## src/rtl/alu_pkg.sv

```systemverilog
// rtl/alu_pkg.sv - shared constants and types for the total_alu execute-stage ALU
package alu_pkg;

    localparam int WIDTH      = 32;
    localparam int MUL_CYCLES = 32;

    // R-type funct field encodings
    localparam logic [5:0] F_SLL   = 6'd0;
    localparam logic [5:0] F_MFHI  = 6'd16;
    localparam logic [5:0] F_MFLO  = 6'd18;
    localparam logic [5:0] F_MULTU = 6'd25;
    localparam logic [5:0] F_ADD   = 6'd32;
    localparam logic [5:0] F_SUB   = 6'd34;
    localparam logic [5:0] F_AND   = 6'd36;
    localparam logic [5:0] F_OR    = 6'd37;
    localparam logic [5:0] F_SLT   = 6'd42;

    typedef enum logic {
        IDLE = 1'b0,
        BUSY = 1'b1
    } mul_state_e;

endpackage

```

## src/rtl/multu_seq.sv

```systemverilog
// rtl/multu_seq.sv - sequential shift-add unsigned multiplier, one iteration per cycle
module multu_seq
    import alu_pkg::*;
(
    input  logic             clk,
    input  logic             reset,
    input  logic             start,
    input  logic [WIDTH-1:0] a,
    input  logic [WIDTH-1:0] b,
    output logic [WIDTH-1:0] hi,
    output logic [WIDTH-1:0] lo,
    output logic             busy,
    output logic             done
);

    localparam logic [5:0] LAST_ITER = 6'(MUL_CYCLES - 1);

    mul_state_e         state_q, state_d;
    logic [5:0]         count_q, count_d;
    logic [WIDTH-1:0]   mcand_q, mcand_d;
    logic [2*WIDTH-1:0] prod_q,  prod_d;
    logic [WIDTH:0]     upper_sum;

    // Multiplier state, counter, captured multiplicand and running product
    always_ff @(posedge clk or posedge reset) begin
        if (reset) begin
            state_q <= IDLE;
            count_q <= '0;
            mcand_q <= '0;
            prod_q  <= '0;
        end else begin
            state_q <= state_d;
            count_q <= count_d;
            mcand_q <= mcand_d;
            prod_q  <= prod_d;
        end
    end

    // Next-state: capture on start, then add-and-shift keeping the adder carry-out
    always_comb begin
        state_d   = state_q;
        count_d   = count_q;
        mcand_d   = mcand_q;
        prod_d    = prod_q;
        done      = 1'b0;
        upper_sum = {1'b0, prod_q[2*WIDTH-1:WIDTH]};
        if (prod_q[0]) begin
            upper_sum = {1'b0, prod_q[2*WIDTH-1:WIDTH]} + {1'b0, mcand_q};
        end
        case (state_q)
            IDLE: begin
                if (start) begin
                    state_d = BUSY;
                    count_d = '0;
                    mcand_d = a;
                    // Upper half cleared; the multiplier rides in the lower half and
                    // is consumed one bit per shift as the product fills in from the top.
                    prod_d  = {{WIDTH{1'b0}}, b};
                end
            end
            BUSY: begin
                prod_d  = {upper_sum, prod_q[WIDTH-1:1]};
                count_d = count_q + 6'd1;
                if (count_q == LAST_ITER) begin
                    state_d = IDLE;
                    count_d = '0;
                    done    = 1'b1;
                end
            end
            default: state_d = IDLE;
        endcase
    end

    // The final product is presented on the same cycle done is raised
    assign hi   = prod_d[2*WIDTH-1:WIDTH];
    assign lo   = prod_d[WIDTH-1:0];
    assign busy = (state_q == BUSY);

endmodule

```

## src/rtl/total_alu.sv

```systemverilog
// rtl/total_alu.sv - MIPS-style ALU with funct decode, HiLo pair and sequential MULTU
module total_alu
    import alu_pkg::*;
(
    input  logic             clk,
    input  logic             reset,
    input  logic [WIDTH-1:0] dataA,
    input  logic [WIDTH-1:0] dataB,
    input  logic [5:0]       Signal,
    output logic [WIDTH-1:0] Output
);

    logic [5:0]       prev_q;
    logic [WIDTH-1:0] hi_q, hi_d;
    logic [WIDTH-1:0] lo_q, lo_d;
    logic             mul_start;
    logic [WIDTH-1:0] mul_hi, mul_lo;
    logic             mul_busy, mul_done;

    // Start only on entry into MULTU so a held funct code runs a single multiply
    assign mul_start = (Signal == F_MULTU) && (prev_q != F_MULTU) && !mul_busy;

    multu_seq u_multu (
        .clk   (clk),
        .reset (reset),
        .start (mul_start),
        .a     (dataA),
        .b     (dataB),
        .hi    (mul_hi),
        .lo    (mul_lo),
        .busy  (mul_busy),
        .done  (mul_done)
    );

    // HiLo is written only when the multiplier finishes
    always_comb begin
        hi_d = hi_q;
        lo_d = lo_q;
        if (mul_done) begin
            hi_d = mul_hi;
            lo_d = mul_lo;
        end
    end

    // Previous funct code and the HiLo pair
    always_ff @(posedge clk or posedge reset) begin
        if (reset) begin
            prev_q <= '0;
            hi_q   <= '0;
            lo_q   <= '0;
        end else begin
            prev_q <= Signal;
            hi_q   <= hi_d;
            lo_q   <= lo_d;
        end
    end

    // Combinational result select; MULTU and unknown codes drive zero
    always_comb begin
        Output = '0;
        case (Signal)
            F_AND:   Output = dataA & dataB;
            F_OR:    Output = dataA | dataB;
            F_ADD:   Output = dataA + dataB;
            F_SUB:   Output = dataA - dataB;
            F_SLT:   Output = {{(WIDTH-1){1'b0}}, ($signed(dataA) < $signed(dataB))};
            F_SLL:   Output = dataA << dataB[4:0];
            F_MFHI:  Output = hi_q;
            F_MFLO:  Output = lo_q;
            default: Output = '0;
        endcase
    end

endmodule

```

## config.mk

```make
export PLATFORM = sky130hd
export DESIGN_NAME = total_alu
export DESIGN_NICKNAME = d
export VERILOG_FILES = /design/src/rtl/alu_pkg.sv /design/src/rtl/multu_seq.sv /design/src/rtl/total_alu.sv
export SDC_FILE = /design/constraint.sdc
export NUM_CORES = 1
export LEC_CHECK = 0
export BUFFER_PORTS_ARGS = -buffer_cell sky130_fd_sc_hd__buf_4
export CORE_MARGIN = 8
export CORE_UTILIZATION = 60
export CTS_BUF_LIST = sky130_fd_sc_hd__clkbuf_4 sky130_fd_sc_hd__clkbuf_8
export DETAILED_ROUTE_END_ITERATION = 16
export GPL_TIMING_DRIVEN = 0
export HOLD_SLACK_MARGIN = 0.05
export PLACE_DENSITY = 0.81
export SYNTH_ARGS = -nofsm -noshare
export SYNTH_HDL_FRONTEND = slang
export SYNTH_SLANG_ARGS = --single-unit
```

## constraint.sdc

```tcl
create_clock -name clk -period 6.1 [get_ports clk]
set_input_delay 0.305 -clock clk [delete_from_list [all_inputs] [get_ports clk]]
set_output_delay 0.305 -clock clk [all_outputs]
set_load 0.05 [all_outputs]
```

# Word level (Yosys, flattened, before mapping)
# Index checks and enable logic that the tools add are counted.
totals:
  output_inout_bits: 32
  reg_bits: 173
classes:
  eq_ne: 11
  order_cmp: 1
  shift: 1
  reduce_logical: 5
  n_bitwise: 3
  n_addsub: 4
  muxes: 12
ops:
  columns: ["cell", "count"]
  rows:
  - ["one-hot mux 32 bit (8 select lines)", 1]
  - ["one-hot mux 64 bit (2 select lines)", 1]
  - ["2-to-1 mux 64 bit", 1]
  - ["adder 32 x 32 -> 33 bit", 1]
  - ["2-to-1 mux 33 bit", 1]
  - ["adder 32 bit", 1]
  - ["bitwise AND 32 bit", 1]
  - ["less-than comparator 32 bit", 1]
  - ["bitwise OR 32 bit", 1]
  - ["left shift 32 x 5 -> 32 bit", 1]
  - ["subtractor 32 bit", 1]
  - ["equality test 6 bit (second input constant)", 5]
  - ["equality test 6 x 5 -> 1 bit (second input constant)", 4]
  - ["2-to-1 mux 6 bit", 2]
  - ["one-hot mux 6 bit (2 select lines)", 1]
  - ["adder 6 x 1 -> 6 bit (second input constant)", 1]
  - ["zero test 6 bit", 1]
  - ["inequality test 6 x 5 -> 1 bit (second input constant)", 1]
  - ["2-to-1 mux 1 bit", 4]
  - ["logical AND 1 bit", 2]
  - ["inequality test 2 bit (second input constant)", 1]
  - ["one-hot mux 1 bit (2 select lines)", 1]
  - ["AND reduction 2 bit", 1]
  - ["zero test 1 bit", 1]
  - ["inverter 1 bit", 1]

# Logic depth before layout (Yosys ltp)
logic_depth:
  ltp_word: 5
  mapped_depth: 16
  depth_no_buf: 14

# Hierarchy
# Synthesis repeated with hierarchy kept, for this count alone.
hier_totals:
  cells_unflattened: 1788
  hier_area_um2: 15595.0
by_module_without_submodules:
  columns: ["module", "n_inst", "seq_area_each_um2", "cells_each", "area_each_um2"]
  rows:
  - ["total_alu", 1, 1751.7, 1161, 9522.9]
  - ["multu_seq", 1, 2577.5, 627, 6072.1]

# Worst setup path after synthesis
# OpenSTA, ideal clock, no wires.
synth_path:
  kind: "input -> output"
  startpoint: "in dataB[2]"
  endpoint: "out Output[19]"
  t_required_ns: 5.795
  stages: 14
  path_buffers: 4
  arrival_time_ns: 4.451
  path_slack_ns: 1.344
  path_cell_list: "clkbuf_1 -> inv_1 -> clkbuf_1 -> clkbuf_1 -> buf_1 -> ha_1 -> a221oi_2 -> o21ai_2 -> or4_1 -> nand3_1 -> a21oi_1 -> o31ai_1 -> a21oi_1 -> o21ai_0"
synth_between:
  elab_chain_cells: 2
  word_cells_on_any_way: 4
  classes_between: "2 x add/sub; 1 x shift; 1 x mux"
synth_lines:
  columns: ["item", "line_no", "text"]
  rows:
  - ["from (decl)", "total_alu.sv:8", "input logic [WIDTH-1:0] dataB,"]
  - ["subtractor 32 bit, or another cell as far along", "total_alu.sv:65", "F_SUB: Output = dataA - dataB;"]
  - ["one-hot mux 32 bit (8 select lines) *", "total_alu.sv:61", "case (Signal)"]
  - ["to (decl)", "total_alu.sv:10", "output logic [WIDTH-1:0] Output"]
# Every way passes the cells marked *; elsewhere a longest branch is shown, timed or not.

# Final worst setup path
layout_path:
  startpoint: "in dataB[2]"
  endpoint: "out Output[29]"
# The elaborated chain is that of the path after synthesis.

==> metrics.md <==
| Metric | Value |
|---|---|
| Synth-to-Final Area Change | `11.1%` |
| Leak pwr | `0.00777 uW` |
| Most frequently used flop master after synthesis | `sky130_fd_sc_hd__dfrtp_1` |
| Clock slew at reported path FFs | `90 ps` |
| Dominant cell type by area after synthesis | `sky130_fd_sc_hd__dfrtp_1` |
| Global-route wire length before repair | `85,100 um` |
| Yosys warns | `0` |
| Unrepaired setup endpoints after global routing | `false` |
| Highest ir drop seen on vdd | `0.236 mV` |
| Final critical delay including setup and external delays | `5670 ps` |
| Routing usage on met1 | `46.6%` |
| Worst slew pin tran | `1030 ps` |
| Async SR Flop Fraction | `100%` |
| Fraction of synthesized cell area taken by the top area cell type | `28.5%` |
| Category of the critical setup timing path | `input port to primary output` |
| Worst-path maximum fanout | `11` |
| Relative slew margins | `30.8%` |
| Last weighted congestion value of the routability-driven placer | `1.03` |
| Skew-Pair Late Insertion Delay | `470 ps` |
| Buffer depth of the longest clock path | `2` |
| Layout cells sized above 1 | `15.1%` |
| Clock root buffer | `sky130_fd_sc_hd__clkbuf_8` |
| Cell area after placement | `16,400 sq um` |
| Met2 routing resource usage after global routing | `56.4%` |
| Main area contributors after synthesis | `sky130_fd_sc_hd__dfrtp_1, sky130_fd_sc_hd__ha_1, sky130_fd_sc_hd__mux2_2` |
| Half-perimeter wire length after detailed placement | `45,000 um` |
| Count of routing violations after the opening detailed-route iteration | `2,370` |
| Worst hold path type | `input port to flop` |
| Met3 Usage GRT | `7.10%` |
| CP endpoint kind | `primary output` |
| Worst reg2reg path startpoint | `u_multu.prod_q[32]` |
| Number of global-route vias before repair | `14,700` |
| GRT Resource Usage Total | `35.7%` |
| Number of hold violations in the final report | `0` |
| Starting density of the core | `60.7%` |
| Peak-usage layer in the global routing report | `met2` |
| Remaining antenna violation count after routing | `0` |
| Count of fill cells added during filler insertion | `2,126` |
| Number of storage elements in the synthesis netlist | `173` |
| List of most frequent post-synthesis cells | `sky130_fd_sc_hd__o21ai_0, sky130_fd_sc_hd__nand2_1, sky130_fd_sc_hd__dfrtp_1` |
| R2R Setup Slk | `2670 ps` |
| Die footprint | `30,700 sq um` |
| Sequential share of the synthesized area | `28.5%` |
| Worst r2r dst | `hi_q[29]` |
| Synthesized area per cell | `8.41 sq um` |
| Maximum clock skew at final layout | `21.2 ps` |
| Arr. time, crit path | `5370 ps` |
| Number of buffers inserted during clock tree synthesis | `17` |
| Number of core rows | `58` |
| Required time of the critical path | `5790 ps` |
| Post-Syn Area | `15,200 sq um` |
| Die Width | `175 um` |
| Number of max-capacitance violations reported | `0` |
| Initial antenna violation count | `1` |
| Fin Setup TNS | `0 ps` |
| Vias per cell | `6.75` |
| Htree depth | `4` |
| Non-filler cells, final | `2,280` |
| Number of flops mapped to enable cells by yosys | `0` |
| Setup Fix Bufs, Post-CTS | `0` |
| Number of different library cells in the post-synthesis netlist | `99` |
| Area of all placed cells without fillers | `16,900 sq um` |
| Power Dens Cells | `212 nW/um^2` |
| Crit path to | `Output[29]` |
| CORE AREA | `25,000 sq um` |
| Total wire length after detailed routing | `56,900 um` |
| Net total in the final layout | `2,146` |
| Total iterations of the first detailed-routing run | `10` |
| Via count of the routed design | `15,400` |
| Number of endpoints failing setup at the final stage | `0` |
| Worst Reg-to-Reg Cells | `13` |
| Total overflow reported by the global router | `0` |
| Cell Count Post-Placement | `2,240` |
| Clock tree from TritonCTS | `built` |
| Crit start category | `input port` |
| Chip height | `175 um` |
| Dominant cell by count in the synthesized netlist | `sky130_fd_sc_hd__o21ai_0` |
| Final period utilization | `93.0%` |
| Clock sinks | `173` |
| Outcome | `completed` |
| Average wire length per cell after detail routing | `25.0 um` |
| Maximum operating frequency | `176 MHz` |
| Count of input and output buffers | `103` |
| Number of slew-limit violations in the final report | `0` |
| Count of mapped cells out of synthesis | `1,806` |
| DRC Markers | `0` |
| Start point of the critical path | `dataB[2]` |
| Net count after synthesis | `2,016` |
| Pin count of the biggest net entering global routing | `100` |
| Count of pins on the block boundary | `104` |
-- per-layer routing --
metal	wire, um	vias to the layer above
met1	22700	7453
met3	6190	178
met5	0	-
met4	2610	0
met2	25400	959
li1	-	6805
-- repair_timing --
action,in CTS,in global routing
hold endpoints to repair,80,0
resized for setup,0,0
hold buffers,7,0
-- worst max-delay path, cell delays in order --
cell and delay [ps]:
sky130_fd_sc_hd__buf_4 120, sky130_fd_sc_hd__clkbuf_1 250, sky130_fd_sc_hd__inv_1 140, sky130_fd_sc_hd__clkbuf_1 500, sky130_fd_sc_hd__clkbuf_1 500, sky130_fd_sc_hd__buf_1 530, sky130_fd_sc_hd__ha_1 440, sky130_fd_sc_hd__a221oi_2 420
sky130_fd_sc_hd__o21ai_2 150, sky130_fd_sc_hd__or4_1 600, sky130_fd_sc_hd__nand3_1 180, sky130_fd_sc_hd__a31oi_1 170, sky130_fd_sc_hd__o211ai_1 310, sky130_fd_sc_hd__o31ai_2 120, sky130_fd_sc_hd__xnor2_1 170, sky130_fd_sc_hd__o21ai_1 210
sky130_fd_sc_hd__buf_4 240
-- cells by family (layout without fill, tap and decap cells) --
group                    count (synthesis)  after routing  synth area share [%]
AO/OA/AOI/OAI                          603            603                  25.7
AND/OR/NAND/NOR                        470            470                  14.2
buffers and inverters                  218            360                  5.77
flip-flops                             173            173                  28.5
multiplexers                           146            146                  11.1
adder cells (fa/ha/maj)                138            138                  11.5
XOR/XNOR                                58             58                  3.34
other                                    0              2                     0
-- registers in the layout, summed over array words and instances, names as in the netlist --
name and flops:
u_multu.mcand_q 32, hi_q 32, lo_q 32, u_multu.prod_q 64, u_multu.busy 1, prev_q 6
u_multu.count_q 6
-- power by group --
part,switching [uW],internal (uW),total (uW),leakage (uW)
combinational,877,505,1380,0.00538
sequential,108,1300,1410,0.00220
clock,476,303,779,0.000185
-- worst min-delay path by stage --
stage	slack, ps	to	cells after the start	from
detailed placement	400	u_multu.mcand_q[2]	2	reset
floorplan	340	prev_q[0]	0	Signal[0]
CTS	140	u_multu.mcand_q[18]	2	dataA[18]
finish	150	u_multu.mcand_q[18]	2	dataA[18]
global placement	430	prev_q[1]	1	Signal[1]
global route	140	u_multu.mcand_q[29]	2	dataA[29]
-- layout by cell type, fill, tap and decap left out, types with 15 or more instances in the layout --
cell type	instances
sky130_fd_sc_hd__clkbuf_8	17
sky130_fd_sc_hd__inv_1	105
sky130_fd_sc_hd__nor2b_1	16
sky130_fd_sc_hd__buf_1	15
sky130_fd_sc_hd__ha_1	135
sky130_fd_sc_hd__a21oi_1	164
sky130_fd_sc_hd__a31oi_1	20
sky130_fd_sc_hd__xor2_1	17
sky130_fd_sc_hd__nand3_1	32
sky130_fd_sc_hd__a222oi_1	16
sky130_fd_sc_hd__nor2_1	143
sky130_fd_sc_hd__mux2_2	90
sky130_fd_sc_hd__buf_4	108
sky130_fd_sc_hd__clkbuf_1	74
sky130_fd_sc_hd__a221oi_1	15
sky130_fd_sc_hd__o21ai_0	177
sky130_fd_sc_hd__o21bai_1	19
sky130_fd_sc_hd__nand2_1	175
sky130_fd_sc_hd__a22oi_1	17
sky130_fd_sc_hd__a21o_1	22
sky130_fd_sc_hd__o211ai_1	24
sky130_fd_sc_hd__mux2i_1	47
sky130_fd_sc_hd__dfrtp_1	173
sky130_fd_sc_hd__xnor2_1	41
-- stage by stage --
step	power, uW	setup slack (ps)	hold slack [ps]	util [%]
detailed placement	2750	574	401	65.5
CTS	3520	553	140	67.4
global placement	2720	-595	431	65.4
finish	3570	427	153	67.4
floorplan	2330	1110	336	-
global route	3730	167	144	67.4
-- area by class of cell --
class	instances	area, sq um	area share, %
multi-input combinational	1415	9980	59.2
inverter	108	413	2.45
clock buffer	17	234	1.39
antenna	2	5.00	0.0297
timing repair buffer	111	871	5.16
clock inverter	14	151	0.897
tap	330	413	2.45
sequential	173	4330	25.7
buffer	110	470	2.79
Power figures use the tool's default switching activity.
